[src/rtl/seg7_scan_ctrl.sv]
// Time-multiplexed scan controller for an 8-digit common-anode 7-segment display.
// Each slot has a blank interval followed by the lit digit; display data is double-buffered.
module seg7_scan_ctrl #(
  parameter int N_DIGITS     = 8,
  parameter int PRESCALE_W   = 32,
  parameter int BLANK_CYCLES = 4
) (
  input  logic                  clk,
  input  logic                  rst,
  input  logic [PRESCALE_W-1:0] period_i,
  input  logic [31:0]           data_i,
  input  logic [7:0]            dp_i,
  input  logic [7:0]            en_mask_i,
  input  logic                  data_valid_i,
  output logic                  data_ready_o,
  output logic [7:0]            an_o,
  output logic [6:0]            seg_o,
  output logic                  dp_o,
  output logic                  frame_start_o
);

  localparam int DIGIT_W = $clog2(N_DIGITS);
  localparam logic [PRESCALE_W-1:0] MIN_EFF    = PRESCALE_W'(BLANK_CYCLES + 1);
  localparam logic [PRESCALE_W-1:0] BLANK_LAST = PRESCALE_W'(BLANK_CYCLES - 1);
  localparam logic [DIGIT_W-1:0]    LAST_DIGIT = DIGIT_W'(N_DIGITS - 1);

  typedef enum logic {ST_BLANK, ST_ON} state_t;

  state_t                state_reg, state_next;
  logic [PRESCALE_W-1:0] cnt_reg, cnt_next;
  logic [PRESCALE_W-1:0] on_last_reg, on_last_next;
  logic [DIGIT_W-1:0]    digit_reg, digit_next;
  logic                  started_reg, started_next;
  logic [7:0]            an_reg, an_next;
  logic [6:0]            seg_reg, seg_next;
  logic                  dp_reg, dp_next;
  logic                  fs_reg, fs_next;
  logic                  boundary;

  logic [31:0]           active_data_reg, pending_data_reg;
  logic [7:0]            active_dp_reg, pending_dp_reg;
  logic                  pending_reg;

  logic [PRESCALE_W-1:0] eff_period;
  logic [6:0]            seg_all [N_DIGITS];
  logic [7:0]            an_all  [N_DIGITS];
  logic                  lit;

  function automatic logic [6:0] hex_to_seg(input logic [3:0] nib);
    case (nib)
      4'h0: hex_to_seg = 7'h40;
      4'h1: hex_to_seg = 7'h79;
      4'h2: hex_to_seg = 7'h24;
      4'h3: hex_to_seg = 7'h30;
      4'h4: hex_to_seg = 7'h19;
      4'h5: hex_to_seg = 7'h12;
      4'h6: hex_to_seg = 7'h02;
      4'h7: hex_to_seg = 7'h78;
      4'h8: hex_to_seg = 7'h00;
      4'h9: hex_to_seg = 7'h10;
      4'hA: hex_to_seg = 7'h08;
      4'hB: hex_to_seg = 7'h03;
      4'hC: hex_to_seg = 7'h46;
      4'hD: hex_to_seg = 7'h21;
      4'hE: hex_to_seg = 7'h06;
      default: hex_to_seg = 7'h0E;
    endcase
  endfunction

  genvar gi;
  generate
    for (gi = 0; gi < N_DIGITS; gi++) begin : g_digit
      assign seg_all[gi] = hex_to_seg(active_data_reg[gi*4 +: 4]);
      assign an_all[gi]  = ~(8'(1) << gi);
    end
  endgenerate

  // ON lasts at least one cycle, so short periods are clamped up
  assign eff_period = (period_i < MIN_EFF) ? MIN_EFF : period_i;
  assign lit        = en_mask_i[digit_reg];

  always_comb begin
    state_next   = state_reg;
    cnt_next     = cnt_reg;
    on_last_next = on_last_reg;
    digit_next   = digit_reg;
    started_next = started_reg;
    an_next      = an_reg;
    seg_next     = seg_reg;
    dp_next      = dp_reg;
    fs_next      = 1'b0;
    boundary     = 1'b0;
    if (!started_reg) begin
      // first edge after reset release opens digit 0's blank as a new frame
      started_next = 1'b1;
      state_next   = ST_BLANK;
      cnt_next     = '0;
      digit_next   = '0;
      on_last_next = eff_period - MIN_EFF;
      fs_next      = 1'b1;
      an_next      = 8'hFF;
      seg_next     = 7'h7F;
      dp_next      = 1'b1;
    end else begin
      case (state_reg)
        ST_BLANK: begin
          if (cnt_reg == BLANK_LAST) begin
            state_next = ST_ON;
            cnt_next   = '0;
            an_next    = lit ? an_all[digit_reg] : 8'hFF;
            seg_next   = lit ? seg_all[digit_reg] : 7'h7F;
            dp_next    = lit ? ~active_dp_reg[digit_reg] : 1'b1;
          end else begin
            cnt_next = cnt_reg + 1'b1;
          end
        end
        default: begin
          if (cnt_reg == on_last_reg) begin
            state_next   = ST_BLANK;
            cnt_next     = '0;
            digit_next   = (digit_reg == LAST_DIGIT) ? '0 : digit_reg + 1'b1;
            on_last_next = eff_period - MIN_EFF;
            boundary     = (digit_reg == LAST_DIGIT);
            fs_next      = (digit_reg == LAST_DIGIT);
            an_next      = 8'hFF;
            seg_next     = 7'h7F;
            dp_next      = 1'b1;
          end else begin
            cnt_next = cnt_reg + 1'b1;
          end
        end
      endcase
    end
  end

  always_ff @(posedge clk or negedge rst) begin
    if (!rst) begin
      state_reg   <= ST_BLANK;
      cnt_reg     <= '0;
      on_last_reg <= '0;
      digit_reg   <= '0;
      started_reg <= 1'b0;
      an_reg      <= 8'hFF;
      seg_reg     <= 7'h7F;
      dp_reg      <= 1'b1;
      fs_reg      <= 1'b0;
    end else begin
      state_reg   <= state_next;
      cnt_reg     <= cnt_next;
      on_last_reg <= on_last_next;
      digit_reg   <= digit_next;
      started_reg <= started_next;
      an_reg      <= an_next;
      seg_reg     <= seg_next;
      dp_reg      <= dp_next;
      fs_reg      <= fs_next;
    end
  end

  // A capture never coincides with a promotion: ready is low whenever pending is set
  always_ff @(posedge clk or negedge rst) begin
    if (!rst) begin
      active_data_reg  <= '0;
      active_dp_reg    <= '0;
      pending_data_reg <= '0;
      pending_dp_reg   <= '0;
      pending_reg      <= 1'b0;
    end else if (boundary && pending_reg) begin
      active_data_reg <= pending_data_reg;
      active_dp_reg   <= pending_dp_reg;
      pending_reg     <= 1'b0;
    end else if (data_valid_i && !pending_reg) begin
      pending_data_reg <= data_i;
      pending_dp_reg   <= dp_i;
      pending_reg      <= 1'b1;
    end
  end

  assign data_ready_o  = ~pending_reg;
  assign an_o          = an_reg;
  assign seg_o         = seg_reg;
  assign dp_o          = dp_reg;
  assign frame_start_o = fs_reg;

endmodule

[config.mk]
export PLATFORM = sky130hd
export DESIGN_NAME = seg7_scan_ctrl
export DESIGN_NICKNAME = d
export VERILOG_FILES = /design/src/rtl/seg7_scan_ctrl.sv
export SDC_FILE = /design/constraint.sdc
export NUM_CORES = 1
export LEC_CHECK = 0
export ABC_AREA = 1
export CAP_MARGIN = 0
export CORE_MARGIN = 2
export CORE_UTILIZATION = 53
export CTS_CLUSTER_DIAMETER = 100
export DETAILED_ROUTE_END_ITERATION = 8
export GPL_TIMING_DRIVEN = 0
export HOLD_SLACK_MARGIN = 0.03
export MAX_ROUTING_LAYER = met4
export PLACE_DENSITY_LB_ADDON = 0.25
export SETUP_SLACK_MARGIN = 0.02
export SYNTH_ARGS = -nofsm -noshare
export SYNTH_HDL_FRONTEND = slang
export SYNTH_SLANG_ARGS = --single-unit
[constraint.sdc]
create_clock -name clk -period 1.8 [get_ports clk]
set_input_delay 0.27 -clock clk [delete_from_list [all_inputs] [get_ports clk]]
set_output_delay 0.27 -clock clk [all_outputs]
set_load 0.005 [all_outputs]
Yosys cells after proc, flatten, opt, wreduce, memory -nomap -nowiden

Memories as Yosys holds them, arrays and structs flattened.
Index checks and enable logic that the tools add are counted.

Flip-flop bits (word level): 167
ROM bits: 960
Output and inout bits: 18
Memories kept: 9

Memory list:

| memory           | words | width | read ports | clocked after Yosys merged registers in | wr ports | RTL line | RTL |
|---|---|---|---|---|---|---|---|
| (name not given) | 16    | 7     | 1          | 0                                       | 0        | 50       | `case (nib)` |
| (name not given) | 16    | 7     | 1          | 0                                       | 0        | 50       |  |
| (name not given) | 16    | 7     | 1          | 0                                       | 0        | 50       |  |
| (name not given) | 16    | 7     | 1          | 0                                       | 0        | 50       |  |
| (name not given) | 16    | 7     | 1          | 0                                       | 0        | 50       |  |
| (name not given) | 16    | 7     | 1          | 0                                       | 0        | 50       |  |
| 3 more memories  | -     | -     | -          | -                                       | -        | -        |  |

Add/subtract/negate cells: 3
Magnitude comparators: 3
Equality and inequality tests: 7
Mux-type cells: 46
Bitwise operators: 4
Reduce and logical (&&, ||, !) cells: 7

Operator list:

| operator                                                    | number |
|---|---|
| 2-to-1 mux 32 bit                                           | 8 |
| 2-to-1 mux 8 bit                                            | 7 |
| 2-to-1 mux 7 bit                                            | 7 |
| adder 32 x 1 -> 32 bit, second input constant               | 1 |
| == test 32 x 2 -> 1 bit, second input constant              | 1 |
| == test 32 bit                                              | 1 |
| less-than comparator 32 x 3 -> 1 bit, second input constant | 1 |
| subtractor 32 x 3 -> 32 bit, second input constant          | 1 |
| binary-select mux 7 bit (select 3 bit)                      | 1 |
| 2-to-1 mux 1 bit                                            | 17 |
| 2-to-1 mux 3 bit                                            | 4 |
| binary-select mux 1 bit (select 3 bit)                      | 2 |
| != test 3 x 2 -> 1 bit, second input constant               | 2 |
| AND reduction 2 bit                                         | 3 |
| greater-or-equal comparator 4 bit, second input constant    | 1 |
| less-than comparator 3 x 4 -> 1 bit, second input constant  | 1 |
| inverter 3 -> 4 bit                                         | 1 |
| adder 3 x 1 -> 3 bit, second input constant                 | 1 |
| == test 3 bit, second input constant                        | 1 |
| inverter 1 bit                                              | 3 |
| logical AND 1 bit                                           | 2 |
| != test 2 x 1 -> 1 bit, second input constant               | 1 |
| != test 2 bit, second input constant                        | 1 |
| nonzero test 2 bit                                          | 1 |
| zero test 1 bit                                             | 1 |

Longest topological paths before layout

Depth after elaboration: 8
Gate-level depth with buffers: 18
Gate-level depth less buffers: 18

Worst setup path after synthesis

No wires, ideal clock.

Path kind: input port to flip-flop
Start point: input port period_i[8]
End point: register on_last_reg[26]
Library setup time: 0.117 ns
Data arrival time: 1.735 ns
Slack: -0.052 ns
Cell stages on the path: 15
Buffers on the path: 0
Cell sequence: inv_1 nand2_1 nor2_1 nand2_1 nor2_1 nand2_2 nand2_1 ha_1 inv_1 nand2_2 nand3_1 nor2_1 nand3_1 nand3_1 nand2_1

Cells in the longest elaborated chain, start to end: 6

RTL lines:

| item                                 | RTL line | RTL |
|---|---|---|
| start: declaration                   | 10       | `input logic [PRESCALE_W-1:0] period_i,` |
| less-than comparator 32 x 3 -> 1 bit | 79       | `assign eff_period = (period_i < MIN_EFF) ? MIN_EFF : period_i;` |
| 2-to-1 mux 32 bit (*)                | 79       |  |
| subtractor 32 x 3 -> 32 bit (*)      | 99, 122  |  |
| 2-to-1 mux 32 bit                    | 118      | `if (cnt_reg == on_last_reg) begin` |
| 2-to-1 mux 32 bit                    | 105      | `case (state_reg)` |
| 2-to-1 mux 32 bit (*)                | 93       | `if (!started_reg) begin` |
| end signal: assignment               | 150      | `on_last_reg <= on_last_next;` |
| end: declaration                     | 31       | `logic [PRESCALE_W-1:0] on_last_reg, on_last_next;` |

Mark *: on every way between the ends. The rest lies on a longest branch, timed or not. The select of a mux whose other input is x is not followed.
A chain may end at the register's enable or synchronous reset.

Worst setup path after layout

Start point: register cnt_reg[7]
End point: register on_last_reg[9]

Cells in the longest elaborated chain, start to end: 3

RTL lines:

| item                                    | RTL line | RTL |
|---|---|---|
| start: declaration                      | 30       | `logic [PRESCALE_W-1:0] cnt_reg, cnt_next;` |
| start signal: assignment                | 149      | `cnt_reg <= cnt_next;` |
| == test 32 bit                          | 118      |  |
| != test 2 x 1 -> 1 bit (no source line) | -        |  |
| AND reduction 2 bit (no source line)    | -        |  |

No other way between the ends.

==> results.cfg <==
[run_status]
run_status = complete, but fails checks
violations = negative setup slack

[route]
drt_pass1_iterations = 6
initialDrtViolationCount = 850
drc_errors = 0
top_layer_used = met4
wl_um = 36300
m1WireLength_um = 14300
ant_nets = 0
via_per_inst = 5.63
met2WireLength_um = 18600
vias = 11501
met3_length_um = 1710
drt-wirelength-per-cell_um = 17.8

[logic_synthesis]
synth-simple-area-share_pct = 29.4
syn-cell-area_um2 = 11300
yosys-top-cells-area = sky130_fd_sc_hd__dfrtp_1 33%, sky130_fd_sc_hd__nand2_1 9.6%, sky130_fd_sc_hd__inv_1 6.4%
syn_avg_cell_area_um2 = 7.38
synth.lib_cells_used.distinct = 44
synthesis.yosys.warnings = 0
synthXorXnorAreaFrac_pct = 2.93
area_leader_netlist = sky130_fd_sc_hd__dfrtp_1
mappedNetlistNets = 1671
synth_sequential_area_ratio_pct = 37.2
synth_top_cell_area_share_pct = 33.4
mux_share_of_post_synthesis_cell_area_pct = 0.177
post_synthesis_cells = 1532
synth_compound_area_share_pct = 14.3
synth-adder-area-share_pct = 6.20
synth.ff_latch_count = 167
synth_top_family_by_area = simple AND/OR/NAND/NOR gates

[setup_path]
cp_num_buf_inv = 4
critPathCaptureType = register
largest_fanout_on_the_critical_path = 8
cpMaxStageDelayCell = sky130_fd_sc_hd__dfrtp_2
critPathArrivalTime_ps = 2570
worst_path_dominant_cell_family = simple AND/OR/NAND/NOR gates
crit_path_cell_trace = xnor2_2 > nand3_1 > nor2_1 > nand2_1 > nor2_2 > nand2_4 > buf_6 > o21ai_4 > buf_12 > buf_8 > buf_8 > nor2_2 > a21oi_2
max_stage_delay_ps = 450
path_class = reg2reg
cp.required_ps = 2160
worst_setup_path_start_kind = register

[timing]
report.final.hold_viol_count = 0
timing.final.crit_period_ps = 2210
timing.slew.headroom_pct = 61.8
min_period_over_period_pct = 123
worstMarginPinSlew_ps = 568
slew_violations = 0
timing.fmax_mhz = 453
skew_ps = 17.4
setup_viol = 125
totalNegativeSetupSlack_ps = -39340
final_critical_path_setup_slack_ps = -407
rsz0062_at_grt = yes

[power_and_ir_drop]
share_clk_of_total_power_pct = 32.9
power.combinational.fraction_pct = 27.7
cellLeakagePower_nw = 6.97
power.switching_mw = 3.90
powerDensity_nw_per_um2 = 771
sequentialPowerShare_pct = 39.4
internal_power_mw = 8.12
irDropWorstVdd_v = 0.000677
switching_fraction_pct = 32.5

[floorplanning]
die_outline_width_um = 150
chipHeight_um = 150
floorplan.die_area_um2 = 22500
initial_utilization_pct = 53.9
placement_rows = 53
boundaryPins = 101
floorplan_core_area_um2 = 21000

[clock_network]
clk_pin_slew_ps = 70
tritoncts.num_buffers = 17
cts_tree = yes
clock_sinks = 167
clock_insertion_delay_worst_skew_ps = 450
clock_tree.root_cell = sky130_fd_sc_hd__clkbuf_16
clk_path_buf_depth = 2
level_count_of_the_clock_h_tree = 4

[grt]
grtUsageTotal_pct = 31.9
grt.overflow.total = 0
antenna_found_initial = 0
first_global_vias = 11262
grt_pass1_wl_um = 54800
grt_max_degree = 100

[flow_run]
max-cap-violations = 0

[finish]
n_antenna_cell = 0
final_layout_size_suffix_gt1_share_pct = 29.5
fin_nets = 1894
areaGrowthSynthToFinish_pct = 37.9
final_util_pct = 74.3

[place]
dp.final_hpwl_um = 23700
numPortBuffers = 100
gpl.final_weighted_congestion = 0.956

[worst_hold_path]
hold_path_class = in2reg
-- Yosys cell counts (all sizes together) --
master	count
a211oi	1
a21boi	1
a21oi	90
a31oi	4
buf	29
clkbuf	30
conb	1
dfrtp	151
dfstp	16
ha	56
inv	207
mux2i	2
nand2	335
nand3	142
nand4	30
nor2	177
nor3	22
nor4	17
o2111ai	2
o211ai	17
o21ai	145
o221ai	4
o22ai	4
o31ai	4
or2	8
xnor2	16
xor2	21
-- what timing repair did --
item,4_1_cts,5_1_grt
pin swaps,42,54
setup buffers,63,32
hold buffers,1,0
gates resized for setup,242,191
hold endpoints to repair,52,0
endpoints found under the setup margin,126,128
cloned,9,7
-- stage by stage --
| step | hold WS [ps] | cells | instance area [µm²] | setup WS [ps] | power [mW] |
|---|---|---|---|---|---|
| final | 316 | 2043 | 15600 | -407 | 12.0 |
| after global routing | 344 | 2043 | 15600 | -467 | 12.5 |
| after CTS | 301 | 2013 | 14600 | -299 | 11.5 |
| after detailed placement | 260 | 1908 | 12700 | -802 | 7.13 |
| after global placement | 457 | 1907 | 12700 | -6330 | 7.09 |
| after floorplan | -25.6 | 1532 | 11300 | 23.7 | 6.01 |
-- routing by layer --
| metal | GRT usage [%] | vias up |
|---|---|---|
| met1 | 37.0 | 5485 |
| met5 | - | - |
| li1 | - | 5440 |
| met4 | 14.8 | 0 |
| met3 | 4.36 | 140 |
| met2 | 54.9 | 436 |
-- kinds of logic after synthesis --
group	after synthesis
fa+ha+maj	56
compound gates	272
buf+inv	266
other cells	1
flops	167
mux	2
xor+xnor	37
simple gates	731
-- area by class of cell --
class	instances	area, µm²
plain buffers	57	477
repair buffers	206	2110
clock inverters	14	185
inverters	207	795
flip-flops and latches	167	4230
multi-input cells	1099	7010
clock buffers	18	429
well taps	275	344
fillers	1540	5380
-- power by group through the flow --
stage	clock (mW)	combinational [mW]	sequential, mW
after floorplan	0	1.32	4.69
after global placement	0	2.34	4.75
after detailed placement	0	2.38	4.75
after CTS	3.95	2.82	4.69
after global routing	4.12	3.60	4.80
final	3.95	3.33	4.74
-- cell usage in the layout (no fill, tap or decap), drive strengths merged, types with 3 or more instances in the layout --
cell type,Yosys,routed
nor4,17,17
or2,8,8
nand4,30,30
o22ai,4,4
o31ai,4,4
dlygate4sd2,0,25
o21ai,145,145
a31oi,4,4
nand3,142,142
nand2,335,335
o221ai,4,4
bufinv,0,3
inv,207,212
dfrtp,151,151
o211ai,17,17
clkdlybuf4s50,0,68
clkinv,0,4
buf,29,126
dfstp,16,16
xor2,21,21
ha,56,56
xnor2,16,16
a21oi,90,90
nor2,177,177
clkbuf,30,55
dlymetal6s2s,0,6
nor3,22,22
-- path summary, 6_finish.rpt --
| check | from | endpoint | slack, ps | cells past startpoint |
|---|---|---|---|---|
| worst min-delay path | period_i[30] | on_last_reg[30] | 320 | 4 |
| worst max register to register | cnt_reg[7] | on_last_reg[9] | -410 | 13 |
| worst max-delay path | cnt_reg[7] | on_last_reg[9] | -410 | 13 |
| worst min register to register | seg_o[6] | seg_o[6] | 470 | 2 |
| min in group asynchronous | rst | cnt_reg[22] | 370 | 2 |
| max in group asynchronous | rst | active_data_reg[28] | 520 | 3 |
-- worst min-delay path: cells and delay by family --
family                 cells  cell delay (ps)
buffers and inverters      1              230
AND/OR/NAND/NOR            3              230
(Power assumes the default switching activity.)
